### src/rtl/prbs_lfsr.sv
// -----------------------------------------------------------------------------
// prbs_lfsr -- configurable PRBS generator with Fibonacci and Galois step rules.
//
// The state register advances one step per enabled cycle using either the
// Fibonacci rule (XOR of tapped bits shifted in at the LSB) or the Galois rule
// (shift left, XOR polynomial when the MSB falls out). The step rule is chosen
// per stepping cycle by galois_i. A loadable seed register remembers the
// sequence start so a return to it can be flagged with a one-cycle wrap pulse.
// An enabled step from the all-zero state recovers to SEED and sets a sticky
// lockup flag.
//
// Optional feature (macro LFSR_PERIOD_CNT_EN): a WIDTH-bit step counter that
// measures the sequence period; the value is published on period_out_o at
// every wrap. Without the macro there is no counter and period_out_o is 0.
//
// Ports:
//   clk_i        clock, all state changes on the rising edge
//   rst_i        synchronous active-high reset
//   en_i         advance one step this cycle
//   load_i       load seed_in_i into state and seed register (beats en_i)
//   seed_in_i    seed value captured on load_i
//   galois_i     step rule: 0 Fibonacci, 1 Galois
//   data_out_o   current state
//   bit_out_o    MSB of current state
//   wrap_o       registered pulse: the last step returned to the seed
//   lockup_o     sticky: an enabled cycle found the all-zero state
//   period_out_o last measured sequence period (0 without the macro)
// -----------------------------------------------------------------------------
module prbs_lfsr #(
  parameter int unsigned       WIDTH    = 8,
  parameter logic [WIDTH-1:0]  FIB_TAPS = 8'h8E,
  parameter logic [WIDTH-1:0]  GAL_POLY = 8'h1D,
  parameter logic [WIDTH-1:0]  SEED     = 8'h01
) (
  input  logic             clk_i,
  input  logic             rst_i,
  input  logic             en_i,
  input  logic             load_i,
  input  logic [WIDTH-1:0] seed_in_i,
  input  logic             galois_i,
  output logic [WIDTH-1:0] data_out_o,
  output logic             bit_out_o,
  output logic             wrap_o,
  output logic             lockup_o,
  output logic [WIDTH-1:0] period_out_o
);

  logic [WIDTH-1:0] state_q, state_d;
  logic [WIDTH-1:0] seed_q, seed_d;
  logic             wrap_q, wrap_d;
  logic             lockup_q, lockup_d;

  logic [WIDTH-1:0] fib_next_s;
  logic [WIDTH-1:0] gal_next_s;
  logic [WIDTH-1:0] step_next_s;
  logic             zero_state_s;
  logic             step_s;

  // Candidate next states for both step rules.
  always_comb begin
    fib_next_s   = {state_q[WIDTH-2:0], ^(state_q & FIB_TAPS)};
    gal_next_s   = {state_q[WIDTH-2:0], 1'b0} ^ (state_q[WIDTH-1] ? GAL_POLY : {WIDTH{1'b0}});
    step_next_s  = galois_i ? gal_next_s : fib_next_s;
    zero_state_s = (state_q == {WIDTH{1'b0}});
    // A real step only happens when enabled, not loading, and not recovering.
    step_s       = en_i && !load_i && !zero_state_s;
  end

  // Next-state selection: load beats en; en on zero state recovers to SEED.
  always_comb begin
    state_d  = state_q;
    seed_d   = seed_q;
    wrap_d   = 1'b0;
    lockup_d = lockup_q;
    if (load_i) begin
      state_d  = seed_in_i;
      seed_d   = seed_in_i;
      lockup_d = 1'b0;
    end else if (en_i) begin
      if (zero_state_s) begin
        state_d  = SEED;
        lockup_d = 1'b1;
      end else begin
        state_d = step_next_s;
        wrap_d  = (step_next_s == seed_q);
      end
    end else begin
      state_d = state_q;
    end
  end

  // Core state registers with synchronous reset.
  always_ff @(posedge clk_i) begin
    if (rst_i) begin
      state_q  <= SEED;
      seed_q   <= SEED;
      wrap_q   <= 1'b0;
      lockup_q <= 1'b0;
    end else begin
      state_q  <= state_d;
      seed_q   <= seed_d;
      wrap_q   <= wrap_d;
      lockup_q <= lockup_d;
    end
  end

`ifdef LFSR_PERIOD_CNT_EN
  logic [WIDTH-1:0] cnt_q, cnt_d;
  logic [WIDTH-1:0] period_q, period_d;
  logic [WIDTH-1:0] cnt_inc_s;

  // Period counter: counts real steps, restarts on load and on every wrap.
  always_comb begin
    cnt_inc_s = (cnt_q == {WIDTH{1'b1}}) ? cnt_q : cnt_q + {{(WIDTH-1){1'b0}}, 1'b1};
    cnt_d     = cnt_q;
    period_d  = period_q;
    if (load_i) begin
      cnt_d = {WIDTH{1'b0}};
    end else if (step_s) begin
      if (wrap_d) begin
        // The wrapping step itself completes the period, hence counter+1.
        cnt_d    = {WIDTH{1'b0}};
        period_d = cnt_inc_s;
      end else begin
        cnt_d = cnt_inc_s;
      end
    end else begin
      cnt_d = cnt_q;
    end
  end

  // Period counter and published period registers.
  always_ff @(posedge clk_i) begin
    if (rst_i) begin
      cnt_q    <= {WIDTH{1'b0}};
      period_q <= {WIDTH{1'b0}};
    end else begin
      cnt_q    <= cnt_d;
      period_q <= period_d;
    end
  end

  assign period_out_o = period_q;
`else
  assign period_out_o = {WIDTH{1'b0}};
`endif

  assign data_out_o = state_q;
  assign bit_out_o  = state_q[WIDTH-1];
  assign wrap_o     = wrap_q;
  assign lockup_o   = lockup_q;

endmodule

### config.mk
export PLATFORM = sky130hd
export DESIGN_NAME = prbs_lfsr
export DESIGN_NICKNAME = d
export VERILOG_FILES = /design/src/rtl/prbs_lfsr.sv
export SDC_FILE = /design/constraint.sdc
export NUM_CORES = 1
export LEC_CHECK = 0
export BUFFER_PORTS_ARGS = -buffer_cell sky130_fd_sc_hd__buf_2
export CORE_MARGIN = 1.5
export CORE_UTILIZATION = 45
export CTS_CLUSTER_SIZE = 25
export DETAILED_ROUTE_END_ITERATION = 10
export PLACE_DENSITY = 0.71
export SETUP_SLACK_MARGIN = 0.05
export SLEW_MARGIN = 20
export SYNTH_ARGS = -nofsm -noshare
export SYNTH_HDL_FRONTEND = slang
export SYNTH_SLANG_ARGS = --single-unit
### constraint.sdc
create_clock -name clk_i -period 5.25 [get_ports clk_i]
set_clock_uncertainty 0.15 [all_clocks]
set_input_delay 0.7875 -clock clk_i [delete_from_list [all_inputs] [get_ports clk_i]]
set_output_delay 0.7875 -clock clk_i [all_outputs]
set_load 0.01 [all_outputs]
# Word-level counts from Yosys, hierarchy flattened
# Cells that the tools add are included.
# word_totals
wordCells	18
ram_bits	0
mem_count	0
romBits	0
reg_bits	18
latch_bits	0
output_inout_bits	19
inputBits	13
# op_classes
shifts	0
n_bitwise	2
n_mux	5
n_reduce_logical	6
eq_ne	1
n_div	0
add_sub_neg	0
n_mul	0
order_cmp	0
# ops
op	n
$mux W8	4
$eq A8 B8 Y1	1
$logic_not A8 Y1	1
$reduce_xor A8 Y1	1
$xor A8 B5 Y8	1
$mux W5	1
$reduce_or A4 Y1	1
$reduce_and A2 Y1	1
$reduce_bool A2 Y1	1
$reduce_or A2 Y1	1
$not A1 Y1	1

# Depth between registers and ports, before layout
# logic_depth
ltp_word	6
mapped_depth	6
ltp_nobuf	6

# Least setup slack after synthesis
# No wires, ideal clock.
# synth_path
kind	input -> register
startpoint	input galois_i
endpoint	register wrap_q, in the netlist wrap_o
t_required_ns	5.005
n_path_buf	1
setup_time_ns	0.095
stages	5
setup_slack_ns	3.216
t_arrival_ns	1.789
path_cell_list	buf_2 -> nand2_1 -> a2111oi_0 -> o2111ai_1 -> a221oi_1
# synth_via
elab_chain_len	2
# synth_lines
item	line_no	text
from (decl)	40	input logic galois_i,
$mux W8	63	step_next_s = galois_i ? gal_next_s : fib_next_s;
$eq A8 B8 Y1	85	wrap_d = (step_next_s == seed_q);
to (signal assigned)	102	wrap_q <= wrap_d;
to (decl)	50	logic wrap_q, wrap_d;
# No other way between the ends.
# A chain may end at the register's enable or synchronous reset.

# Worst setup path in the final report
# layout_path
startpoint	register state_q[3], in the netlist data_out_o[3]
endpoint	register wrap_q, in the netlist wrap_o
# layout_via
elab_chain_len	3
elab_cells_between_ends	6
classes_between	1 x eq/ne; 1 x mux; 1 x bitwise; 3 x reduce/logical
# layout_lines
item	line_no	text
from (decl)	48	logic [WIDTH-1:0] state_q, state_d;
from (signal assigned)	100	state_q <= state_d;
$reduce_xor A8 Y1 / $xor A8 B5 Y8 (equally long branches)	61, 62	
$mux W8	63	
$eq A8 B8 Y1	85	
# Parallel ways exist; a longest one is shown, timed or not.

==> results.ini <==
[global_routing]
grt_max_degree = 28
grt_pass1_vias = 864
antenna_found_initial = 0
grt_pass1_wl_mm = 3.663
gr-total-overflow = 0
grtUsageTotal = 0.1792

[final_layout]
area_delta_synth_final_pct = 8.481
fillers = 232
mostFrequentLayoutCells = buf_2 (23), nor2_1 (19), dfxtp_1 (18)
diodes = 0
multiInputGateArea_um2 = 604.3
drive_gt1_frac = 0.1818
final_common_cell = buf_2
layout.nets = 159
seqCellArea_um2 = 360.3
finalInstanceArea_um2 = 1152
fin_cells = 171

[timing]
finalSetupViolations = 0
hold_viol_final = 0
rsz0062_at_grt = false
final.min_clock_period_ns = 2.141
fmax_ghz = 0.4670
maxSlewViolCount = 0
hold_ws_ns = 0.3423
tns_ns = 0
period_share = 0.4079

[place]
portBuffers = 23
globalplace.congestion = 0.7310
dp_hpwl_mm = 1.618
dpl.cell_count = 168
place_area_um2 = 1130

[yosys]
synth_top_family_by_area = simple AND/OR/NAND/NOR gates
syn_avg_cell_area_um2 = 8.235
synth_adder_area_share = 0.01178
netlist_area_um2 = 1062
synthSimpleGateAreaFrac = 0.1885
synth_compound_area_frac = 0.1826
synthXorXnorAreaFrac = 0.08245
synth_seq_area_share = 0.3392
synth_cell_types = 36
syn_inst = 129
yosys_warnings = 0
muxShareOfSynthArea = 0.07538
synth-seq-cells = 18

[critical_path]
cp_cell_sequence = inv_1, ha_1, nor2b_1, o311a_1, a211o_1, a221oi_1
crit_type = register to register
cp_slowest_stage_delay_ns = 0.47
cp.arrival_ns = 2.19
cp_data_required_time_ns = 5.30
start_kind = register
path_max_fanout = 7
crit_path_end_kind = register
crit_slowest_cell = dfxtp_1

[floorplan]
die_width_um = 51.59
core.rowCount = 17
floorplan.initialDensity = 0.4802
die_area_um2 = 2661
io_pins = 32
dieHeight_um = 51.59
core_area_um2 = 2212

[cts]
cts_tree = yes
ctsHoldBuffers = 0
cts_inserted_buffers = 3
cts_max_path_buffers = 2
cts_setup_buffers = 0
root_buffer = clkbuf_4
cts-resized-gates = 0
path_clk_slew_ns = 0.10
clkSinkCount = 18
clk_latency_ns = 0.29
cts_max_level = 1

[routing]
wl_per_cell_um = 12.80
vias_per_cell = 5.368
drt_pass1_iterations = 5
drc = 0
first_iter_violations = 36
vias = 918
drtAntennaViolNets = 0
routed_wl_mm = 2.189

[worst_hold_path]
hold_path.class = register to register

[status]
status = finished clean

[pwr]
ir_drop_mv = 0.1619
power.density_nw_per_um2 = 245.9
p_leak_nw = 0.5362

[job]
maxCapViolCount = 0

sequential cells by signal, summed over array words and instances, names as in the netlist:
name and flops:
lockup_o 1, data_out_o 8, wrap_o 1, seed_q 8
final timing paths:
path	startpoint	to	slack (ns)	depth (start not counted)
setup / recovery	data_out_o[3]	wrap_o	3.11	6
hold / removal	seed_q[3]	seed_q[3]	0.34	2
setup reg to reg	data_out_o[3]	wrap_o	3.11	6
hold reg to reg	seed_q[3]	seed_q[3]	0.34	2
cell families (layout without fill, tap and decap cells):
| family | count (synthesis) | count (layout) |
|---|---|---|
| DFF | 18 | 18 |
| xor gates and xnor gates | 10 | 10 |
| and+or+nand+nor | 41 | 41 |
| other | 1 | 8 |
| adders and majority gates | 1 | 1 |
| AOI/OAI and AO/OA | 27 | 27 |
| buffers and inverters | 23 | 30 |
| muxes | 8 | 8 |
through the flow:
step / power, mW / worst slack, ns / util
floorplan: 0.2074 / 3.216 / -
global placement: 0.2174 / 3.112 / 0.5107
detailed placement: 0.2193 / 3.013 / 0.5107
CTS: 0.2853 / 3.118 / 0.5209
global route: 0.2976 / 2.985 / 0.5209
finish: 0.2834 / 3.109 / 0.5209
where the power goes:
group          switching (mW)  internal [mW]
clock                  0.0402         0.0267
sequential             0.0116          0.144
combinational          0.0327         0.0278
worst max-delay path: cells and delay by family (launching register included):
| family | cells | cell delay (ns) |
|---|---|---|
| adders and majority gates | 1 | 0.38 |
| AOI/OAI and AO/OA | 3 | 0.78 |
| DFF | 1 | 0.47 |
| buffers and inverters | 1 | 0.09 |
| and+or+nand+nor | 1 | 0.17 |
area by class of cell:
class / instances / area share
Multi-Input combinational cell: 95 / 0.5244
Sequential cell: 18 / 0.3127
Timing Repair Buffer: 23 / 0.09989
Tap cell: 28 / 0.03040
Clock buffer: 3 / 0.01954
Inverter: 4 / 0.01303
synthesized netlist by cell type:
cell / number / share of area
o21bai_1: 1 / 0.0071
clkbuf_1: 7 / 0.025
o211ai_1: 2 / 0.014
nor4b_1: 1 / 0.0082
or3_1: 1 / 0.0059
mux2i_1: 8 / 0.075
ha_1: 1 / 0.012
nand3_1: 2 / 0.0094
o21ai_0: 3 / 0.014
a21oi_1: 9 / 0.042
o2111ai_1: 1 / 0.0082
a2111oi_0: 1 / 0.0082
or4b_1: 1 / 0.0094
buf_2: 3 / 0.014
o41a_1: 1 / 0.011
o31ai_1: 1 / 0.0071
nand2_1: 5 / 0.018
nor4_1: 1 / 0.0059
xnor2_1: 5 / 0.041
a222oi_1: 3 / 0.028
nor2b_1: 3 / 0.018
dfxtp_1: 18 / 0.34
o311a_1: 1 / 0.0094
nand2b_1: 3 / 0.018
inv_1: 4 / 0.014
o211a_1: 1 / 0.0094
a221oi_1: 1 / 0.0082
nor3b_1: 1 / 0.0071
nor2_1: 19 / 0.067
buf_4: 9 / 0.064
and3b_1: 1 / 0.0082
conb_1: 1 / 0.0035
nor3_1: 3 / 0.014
o21a_1: 1 / 0.0071
xor2_1: 5 / 0.041
a211o_1: 1 / 0.0082
per-layer routing:
layer / global-route usage / up-vias / share of wire
li1: - / 463 / -
met1: 0.2162 / 431 / 0.46
met2: 0.3184 / 19 / 0.50
met3: 0.01724 / 5 / 0.026
met4: 0.08333 / 0 / 0.016
met5: 0 / - / 0
No activity file was read; power rests on OpenSTA's default activity.
